--- config.mk ---
export PLATFORM = sky130hd
export DESIGN_NAME = rv32i_mem_arbiter
export DESIGN_NICKNAME = d
export VERILOG_FILES = /design/src/rtl/rv32i_mem_pkg.sv /design/src/rtl/rv32i_arb_prio.sv /design/src/rtl/rv32i_mem_arbiter.sv
export SDC_FILE = /design/constraint.sdc
export NUM_CORES = 1
export LEC_CHECK = 0
export CAP_MARGIN = 20
export CORE_UTILIZATION = 35
export DETAILED_ROUTE_END_ITERATION = 7
export PLACE_DENSITY = 0.8
export REMOVE_ABC_BUFFERS = 1
export SLEW_MARGIN = 10
export SYNTH_ARGS = -nofsm -noshare
export SYNTH_HDL_FRONTEND = slang
export SYNTH_SLANG_ARGS = --single-unit
--- constraint.sdc ---
create_clock -name clk -period 2.15 [get_ports clk]
set_input_delay 0.215 -clock clk [delete_from_list [all_inputs] [get_ports clk]]
set_output_delay 0.215 -clock clk [all_outputs]
set_load 0.05 [all_outputs]
--- src/rtl/rv32i_mem_pkg.sv ---
// rv32i_mem_pkg: shared types for the rv32i unified-memory arbiter.
//   arb_state_e : arbiter FSM states
//   owner_e     : which requester owns the in-flight transaction
//   mem_req_t   : registered memory request (we, addr, wdata, wstrb)
// The struct fields are sized by MEM_ADDR_W / MEM_DATA_W. Top-level widths are
// cast into and out of these fields, so these values set the widest supported
// ADDR_W and DATA_W.
package rv32i_mem_pkg;

  localparam int unsigned MEM_ADDR_W = 32;
  localparam int unsigned MEM_DATA_W = 32;
  localparam int unsigned MEM_STRB_W = MEM_DATA_W / 8;

  typedef enum logic [1:0] {
    IDLE,
    ISSUE,
    WAIT_RSP
  } arb_state_e;

  typedef enum logic {
    OWN_IF,
    OWN_D
  } owner_e;

  typedef struct packed {
    logic                  we;
    logic [MEM_ADDR_W-1:0] addr;
    logic [MEM_DATA_W-1:0] wdata;
    logic [MEM_STRB_W-1:0] wstrb;
  } mem_req_t;

endpackage

--- src/rtl/rv32i_arb_prio.sv ---
// rv32i_arb_prio: winner select between IF and D, plus the starvation counter.
//   clk, reset : clock and synchronous active-high reset
//   arb_en     : an arbitration is taken this cycle (IDLE with a request pending)
//   if_req     : IF request pending
//   d_req      : D request pending
//   d_win      : 1 = D wins, 0 = IF wins (meaningful only while arb_en is high)
module rv32i_arb_prio
  import rv32i_mem_pkg::*;
#(
  parameter int unsigned MAX_STARVE = 4
) (
  input  logic clk,
  input  logic reset,
  input  logic arb_en,
  input  logic if_req,
  input  logic d_req,
  output logic d_win
);

  localparam int unsigned CNT_W = $clog2(MAX_STARVE + 1);

  logic [CNT_W-1:0] starve_cnt;
  logic             starved;

  assign starved = (starve_cnt >= CNT_W'(MAX_STARVE));
  // A lone D request always wins, even when the counter is saturated.
  assign d_win   = d_req && (!if_req || !starved);

  always_ff @(posedge clk) begin
    if (reset) begin
      starve_cnt <= '0;
    end else if (arb_en) begin
      if (!d_win) begin
        starve_cnt <= '0;
      end else if (if_req && !starved) begin
        starve_cnt <= starve_cnt + CNT_W'(1);
      end
    end
  end

endmodule

--- src/rtl/rv32i_mem_arbiter.sv ---
// rv32i_mem_arbiter: shares one memory port between the IF fetch stage
// (read-only) and the D load/store stage.
//   IF side  : if_req/if_addr in; if_gnt, if_rvalid, if_rdata out
//   D side   : d_req/d_we/d_addr/d_wdata/d_wstrb in; d_gnt, d_rvalid, d_rdata out
//   memory   : mem_req/we/addr/wdata/wstrb out; mem_ack, mem_rvalid, mem_rdata in
//   busy     : transaction in progress
// Optional feature macro ARB_PERF_CNT_EN adds the 32-bit outputs perf_if_wait
// (cycles IF waits ungranted) and perf_conflict (arbitrations with both
// requests pending).
module rv32i_mem_arbiter
  import rv32i_mem_pkg::*;
#(
  parameter int unsigned ADDR_W     = 32,
  parameter int unsigned DATA_W     = 32,
  parameter int unsigned MAX_STARVE = 4
) (
  input  logic                clk,
  input  logic                reset,
  input  logic                if_req,
  input  logic [ADDR_W-1:0]   if_addr,
  output logic                if_gnt,
  output logic                if_rvalid,
  output logic [DATA_W-1:0]   if_rdata,
  input  logic                d_req,
  input  logic                d_we,
  input  logic [ADDR_W-1:0]   d_addr,
  input  logic [DATA_W-1:0]   d_wdata,
  input  logic [DATA_W/8-1:0] d_wstrb,
  output logic                d_gnt,
  output logic                d_rvalid,
  output logic [DATA_W-1:0]   d_rdata,
  output logic                mem_req,
  output logic                mem_we,
  output logic [ADDR_W-1:0]   mem_addr,
  output logic [DATA_W-1:0]   mem_wdata,
  output logic [DATA_W/8-1:0] mem_wstrb,
  input  logic                mem_ack,
  input  logic                mem_rvalid,
  input  logic [DATA_W-1:0]   mem_rdata,
  output logic                busy
`ifdef ARB_PERF_CNT_EN
  ,
  output logic [31:0]         perf_if_wait,
  output logic [31:0]         perf_conflict
`endif
);

  localparam int unsigned STRB_W = DATA_W / 8;

  arb_state_e state_q, state_d;
  owner_e     owner_q;
  mem_req_t   req_q;
  logic       d_win;
  logic       arb_en;
  logic       load;
  logic       capture;

  rv32i_arb_prio #(
    .MAX_STARVE (MAX_STARVE)
  ) u_prio (
    .clk    (clk),
    .reset  (reset),
    .arb_en (arb_en),
    .if_req (if_req),
    .d_req  (d_req),
    .d_win  (d_win)
  );

  always_comb begin
    state_d = state_q;
    arb_en  = 1'b0;
    load    = 1'b0;
    capture = 1'b0;
    if_gnt  = 1'b0;
    d_gnt   = 1'b0;
    unique case (state_q)
      IDLE: begin
        if (if_req || d_req) begin
          arb_en  = 1'b1;
          load    = 1'b1;
          state_d = ISSUE;
        end
      end
      ISSUE: begin
        if (mem_ack) begin
          if (owner_q == OWN_IF) if_gnt = 1'b1;
          else                   d_gnt  = 1'b1;
          if (req_q.we) begin
            state_d = IDLE;
          end else if (mem_rvalid) begin
            // Response in the ack cycle: skip WAIT_RSP entirely.
            capture = 1'b1;
            state_d = IDLE;
          end else begin
            state_d = WAIT_RSP;
          end
        end
      end
      WAIT_RSP: begin
        if (mem_rvalid) begin
          capture = 1'b1;
          state_d = IDLE;
        end
      end
      default: state_d = IDLE;
    endcase
  end

  always_ff @(posedge clk) begin
    if (reset) state_q <= IDLE;
    else       state_q <= state_d;
  end

  always_ff @(posedge clk) begin
    if (reset) begin
      owner_q   <= OWN_IF;
      req_q     <= '0;
      if_rvalid <= 1'b0;
      d_rvalid  <= 1'b0;
      if_rdata  <= '0;
      d_rdata   <= '0;
    end else begin
      if (load) begin
        if (d_win) begin
          owner_q <= OWN_D;
          req_q   <= '{we:    d_we,
                       addr:  MEM_ADDR_W'(d_addr),
                       wdata: MEM_DATA_W'(d_wdata),
                       wstrb: MEM_STRB_W'(d_wstrb)};
        end else begin
          owner_q <= OWN_IF;
          req_q   <= '{we:    1'b0,
                       addr:  MEM_ADDR_W'(if_addr),
                       wdata: '0,
                       wstrb: '0};
        end
      end
      if_rvalid <= capture && (owner_q == OWN_IF);
      d_rvalid  <= capture && (owner_q == OWN_D);
      if (capture && (owner_q == OWN_IF)) if_rdata <= mem_rdata;
      if (capture && (owner_q == OWN_D))  d_rdata  <= mem_rdata;
    end
  end

  assign mem_req   = (state_q == ISSUE);
  assign busy      = (state_q != IDLE);
  assign mem_we    = req_q.we;
  assign mem_addr  = ADDR_W'(req_q.addr);
  assign mem_wdata = DATA_W'(req_q.wdata);
  assign mem_wstrb = STRB_W'(req_q.wstrb);

`ifdef ARB_PERF_CNT_EN
  always_ff @(posedge clk) begin
    if (reset) begin
      perf_if_wait  <= '0;
      perf_conflict <= '0;
    end else begin
      perf_if_wait  <= perf_if_wait + 32'(if_req && !if_gnt);
      perf_conflict <= perf_conflict + 32'(arb_en && if_req && d_req);
    end
  end
`endif

endmodule

==> flow_metrics.tcl <==
set metrics [dict create \
    status "complete, no violations" \
    initial_core_util_pct 36.3 \
    drtIter0Drc 256 \
    synth_top_cell_by_area "dfxtp_1" \
    yosysWarnings 0 \
    numCtsBuffers 17 \
    synthArstFlopShare_pct 0 \
    leakage_nw 3.58 \
    grt_use_total_pct 18.8 \
    hold_end "d_rdata[18]$_SDFFE_PP0P_" \
    synth_ff_type "dfxtp_1" \
    layout-drive-gt1-share_pct 6.11 \
    drcViolationCount 0 \
    vias_per_cell 4.77 \
    grt_pass1_vias 4863 \
    grt_pass1_wl_um 24300 \
    wl_per_cell_um 14.9 \
    num_antenna_cells 0 \
    min_from "mem_rdata[18]" \
    cts_max_level 4 \
    cp-end-kind "primary output" \
    syn2layout_area_growth_pct 61.8 \
    drv_cap 0 \
    p_comb_share_pct 23.6 \
    numPortBuffers 277 \
    crit_type "flip-flop to primary output" \
    antenna_found_initial 0 \
    reg2reg_depth 6 \
    seq_power_share_pct 38.3 \
    cp.arrival_ns 1.68 \
    p_per_area_mw_per_mm2 825 \
    synth_top_area_share_pct 50.4 \
    fin_skew_ns 0.00847 \
    fmax_mhz 529 \
    p_clk_share_pct 38.1 \
    synth_cells 565 \
    setup_viol 0 \
    slew_headroom_pct 63.7 \
    ios 278 \
    dieArea_mm2 0.0165 \
    crit_required_ns 1.93 \
    ff2ff_setup_slack_ns 0.36 \
    die_x_um 128 \
    clkSinkCount 141 \
    clk_pin_slew_worst_paths_ns 0.06 \
    r2r-start "state_q[1]$_SDFFE_PP0P_" \
    grt_overflow 0 \
    ir_drop_mv 0.471 \
    first_pass_iters 6 \
    ys_top_cells_by_area "dfxtp_1 (50%), mux2i_1 (17%), nand2_1 (6.6%), a32oi_1 (5.8%), a21oi_1 (2.9%)" \
    synth_cell_types 40 \
    wl_um 15600 \
    fp.dieH_um 128 \
    finalPower_mw 7.47 \
    synth_seq_cells 141 \
    num_rows 45 \
    power.switching_mw 2.28 \
    tritoncts "done" \
    final_core_util_pct 58.7 \
    antenna_left 0 \
    power.share.switching_pct 30.6 \
    coreArea_mm2 0.0154 \
    hold_depth 3 \
    synth_area_mm2 0.00560 \
    filler_cell_count 1392 \
    synth_edf_count 0 \
    vias 4994 \
    reg2reg_to "if_rdata[12]$_SDFFE_PP0P_" \
    start_kind "flip-flop" \
    hp-class "primary input to flip-flop" \
    avgSynthCellArea_um2 9.91 \
    gp_congestion 0.758 \
    rsz0062_at_grt "no" \
    final_max_slew_viol_count 0 \
    clock_latency_ns 0.41 \
    post_cts_buffers 0 \
    worst_slew_pin_slew_ns 0.542 \
    dp_hpwl_um 10700 \
    p_int_mw 5.18 \
    min_period_ns 1.89 \
    cts-root-buf "clkbuf_16" \
    synth_seq_area_share_pct 50.4 \
    crit_fanout 23 \
    timing.hold.ws_ns 0.373 \
    finalCritPeriodShare_pct 88.0 \
    grt_max_degree 71 \
    final_nets 965 \
    final_hold_viol_count 0 \
    clock_path_buffers 2 \
]
## cell usage after synthesis (2+ instances only)
| master | count |
|---|---|
| dfxtp_1 | 141 |
| nand2_1 | 99 |
| mux2i_1 | 97 |
| nor2_1 | 42 |
| a32oi_1 | 37 |
| a21oi_1 | 32 |
| o21ai_0 | 31 |
| clkbuf_1 | 24 |
| buf_2 | 10 |
| buf_6 | 6 |
| ha_1 | 4 |
| inv_1 | 4 |
| a22oi_1 | 2 |
| and3_1 | 2 |
| buf_12 | 2 |
| buf_4 | 2 |
| dlygate4sd1_1 | 2 |
| nor2b_1 | 2 |
| nor3_1 | 2 |
| o2111a_1 | 2 |
| o2111ai_4 | 2 |
| o21a_1 | 2 |
## placed cells by master, fill, tap and decap left out, types with 2 or more instances in the layout
| cell type | n |
|---|---|
| a21oi_1 | 32 |
| a22oi_1 | 2 |
| a32oi_1 | 37 |
| and3_1 | 2 |
| buf_12 | 6 |
| buf_4 | 8 |
| bufinv_16 | 2 |
| clkbuf_1 | 2 |
| clkbuf_16 | 17 |
| clkdlybuf4s50_1 | 273 |
| clkinv_2 | 4 |
| clkinvlp_4 | 4 |
| dfxtp_1 | 141 |
| ha_1 | 4 |
| inv_1 | 4 |
| inv_6 | 3 |
| mux2i_1 | 97 |
| nand2_1 | 99 |
| nor2_1 | 42 |
| nor2b_1 | 2 |
| nor3_1 | 2 |
| o2111a_1 | 2 |
| o2111ai_4 | 2 |
| o21ai_0 | 31 |
## layout make-up
| class | count | area (µm²) | area share, % |
|---|---|---|---|
| repair buffers | 288 | 2930 | 32.3 |
| clock inverters | 13 | 140 | 1.55 |
| clock buffers | 19 | 433 | 4.78 |
| flip-flops and latches | 141 | 2820 | 31.2 |
| well taps | 211 | 264 | 2.91 |
| inverters | 5 | 20.0 | 0.221 |
| multi-input cells | 369 | 2450 | 27.1 |
## through the flow
step	instance area, µm²	std cells	worst slack (ns)	TNS [ns]
5_1_grt	9060	1046	0.125	0
4_1_cts	9050	1046	0.0475	0
3_3_place_gp	8480	1014	0.310	0
6_report	9060	1046	0.258	0
3_5_place_dp	8480	1014	0.250	0
2_1_floorplan	5280	515	-2.28	-162.63
## worst max-delay path, cell delays in order (launching register included)
cell,delay [ns]
dfxtp_1,0.31
inv_1,0.09
ha_1,0.28
buf_4,0.31
inv_1,0.07
buf_4,0.19
## cells by family after synthesis
group	synth area share, %
AO/OA/AOI/OAI	14.4
AND/OR/NAND/NOR	10.9
buffers and inverters	6.01
adder cells (fa/ha/maj)	0.894
flip-flops	50.4
multiplexers	17.3
## metal layers
layer	wire length, µm	track usage (%)	vias up	share of wire [%]
li1	-	-	2503	-
met1	6280	21.0	2282	40
met2	7630	32.0	187	49
met3	1350	7.19	22	8.7
met4	325	8.17	0	2.1
met5	0	0	-	0
## power by group through the flow
stage / Combinational, mW / Sequential (mW) / Clock, mW
floorplan: 0.479 / 3.45 / 0
global placement: 1.75 / 2.91 / 0
detailed placement: 1.76 / 2.91 / 0
CTS: 1.77 / 2.86 / 2.93
global route: 1.86 / 2.88 / 3.03
finish: 1.76 / 2.86 / 2.85
## how the worst max path moves through the flow
stage                                       start                        end  slack, ns
after floorplan                             d_req  mem_addr[31]$_SDFFE_PP0P_      -2.28
after global placement                    mem_ack  if_rdata[11]$_SDFFE_PP0P_       0.31
after detailed placement                  mem_ack   if_rdata[9]$_SDFFE_PP0P_       0.25
after CTS                 state_q[1]$_SDFFE_PP0P_                    mem_req       0.05
after global routing      state_q[0]$_SDFFE_PP0P_                       busy       0.13
final                     state_q[0]$_SDFFE_PP0P_                       busy       0.26
## registers in the layout, summed over array words and instances, names as in the netlist
signal             flops
state_q                2
u_prio.starve_cnt      3
d_rvalid               1
mem_wstrb              4
if_rvalid              1
if_rdata              32
d_rdata               32
mem_we                 1
owner_q                1
mem_addr              32
mem_wdata             32
## what timing repair did
item,in CTS,in global routing
gates resized for setup,0,1
setup endpoints to repair,0,1
hold buffers,0,0
(Power assumes the default switching activity.)
==> edit, RTL diff (config.mk and constraints unchanged) <==
Build with the macro `ARB_PERF_CNT_EN` defined.
--- a/src/rtl/rv32i_mem_arbiter.sv
+++ b/src/rtl/rv32i_mem_arbiter.sv
@@ -7,6 +7,8 @@
 // Optional feature macro ARB_PERF_CNT_EN adds the 32-bit outputs perf_if_wait
 // (cycles IF waits ungranted) and perf_conflict (arbitrations with both
 // requests pending).
+`define ARB_PERF_CNT_EN
+
 module rv32i_mem_arbiter
   import rv32i_mem_pkg::*;
 #(
Check against the original RTL (old outputs only; new: perf_conflict and perf_if_wait): equivalent (Yosys induction, for registers that start in step).
==> edit against the original RTL <==
  * The flow now finishes with violations (negative setup slack)
  * Power is 40% higher
  * Design area rose by 51%
  * Sequential cell count increased by 64
  * Clock skew increased by 0.0031 ns
  * Wire length increased by 66%
  * Utilization is 1.6 points higher
  * Setup slack got worse by 0.63 ns
  * Synthesized area is 46% higher
  * Register-to-register slack worse by 0.73 ns
  * Synthesized cell count rose by 59%
==> edit: results (changes against the original RTL) <==
| Metric | Value |
|---|---|
| Leakage | 4.96 nW (was 3.58 nW) |
| Critical Path Start | state_q[1]$_SDFFE_PP0P_ (was state_q[0]$_SDFFE_PP0P_) |
| Gr usage total | 20.7% (was 18.8%) |
| I/O Buffers | 341 (was 277) |
| Pin count of the biggest net entering global routing | 65 (was 71) |
| Cell depth of the worst hold path | 2 (was 3) |
| Crit path to | perf_conflict[24]$_SDFF_PP0_ (was busy) |
| Longest Clk Path Bufs | 3 (was 2) |
| Synth Area in Compound Gates | 14.1% (was 14.4%) |
| Mux share of post-synthesis cell area | 8.52% (was 17.3%) |
| Clock net power | 0.00415 W (was 0.00285 W) |
| Final setup violation count | 44 (was 0) |
| Hold_ws | 0.148 ns (was 0.373 ns) |
| WP data arrival | 2.90 ns (was 1.68 ns) |
| Clock Latency Late Sink | 0.50 ns (was 0.41 ns) |
| Global-route met2 utilization | 37.6% (was 32.0%) |
| Status | complete, but fails checks (was finished clean) |
| Violated checks | negative setup slack |
| Seq/Total Area, Yosys | 50.4% (about the same) |
| Synth Area in Adders | 1.38% (was 0.894%) |
| CTS H-Tree Depth | 1 (was 4) |
| Final cell count without fillers | 1590 (was 1046) |
| Synth top cells by count | dfxtp_1 (205), nor2_1 (139), nand2_1 (88) (was dfxtp_1 (141), nand2_1 (99), mux2i_1 (97)) |
| Placed instance count | 1526 (was 1014) |
| Clock buffer count from CTS | 23 (was 17) |
| Synth area leaders | dfxtp_1 (50%), mux2i_1 (8.1%), nor2_1 (6.4%), a21oi_1 (4.2%), nand2_1 (4.1%) (was dfxtp_1 (50%), mux2i_1 (17%), nand2_1 (6.6%), a32oi_1 (5.8%), a21oi_1 (2.9%)) |
| Setup WS post-layout | -0.368 ns (was 0.258 ns) |
| Family with the most delay on the worst path | simple AND/OR/NAND/NOR gates (was buffers and inverters) |
| Via density per instance | 5.10 (was 4.77) |
| Worst reg-to-reg path cell count | 11 (was 6) |
| Clk_skew | 0.0116 ns (was 0.00847 ns) |
| WL met3 | 1.71 mm (was 1.35 mm) |
| HP Start | reset (was mem_rdata[18]) |
| Post-placement cell area | 12300 um^2 (was 8480 um^2) |
| Layout cells sized above 1 | 16.0% (was 6.11%) |
| DP Wirelength | 17.8 mm (was 10.7 mm) |
| Detail Route met2 WL | 13.1 mm (was 7.63 mm) |
| Number of global-route vias before repair | 8100 (was 4863) |
## edit: cell count changes after synthesis, moves of 31 or more
| cell | delta |
|---|---|
| nor2_1 | +97 |
| a22oi_1 | +36 |
| a211oi_1 | +33 |
| mux2i_1 | -31 |
| a21oi_1 | +37 |
| a32oi_1 | -37 |
| dfxtp_1 | +64 |
## edit: timing repair
item                                    4_1_cts  5_1_grt
pin swaps                                    29       30
gates resized for setup                      57       47
setup buffers                                17        3
cloned                                        2        2
endpoints found under the setup margin       44       46
## edit: cell type report
| cell class | instances | area (um^2) |
|---|---|---|
| Multi-Input combinational cell | 616 | 4170 |
| Clock buffer | 33 | 663 |
| Fill cell | 1891 | 9010 |
| Tap cell | 285 | 357 |
| Clock inverter | 8 | 143 |
| Sequential cell | 205 | 4110 |
| Inverter | 18 | 67.6 |
| Timing Repair Buffer | 425 | 4200 |
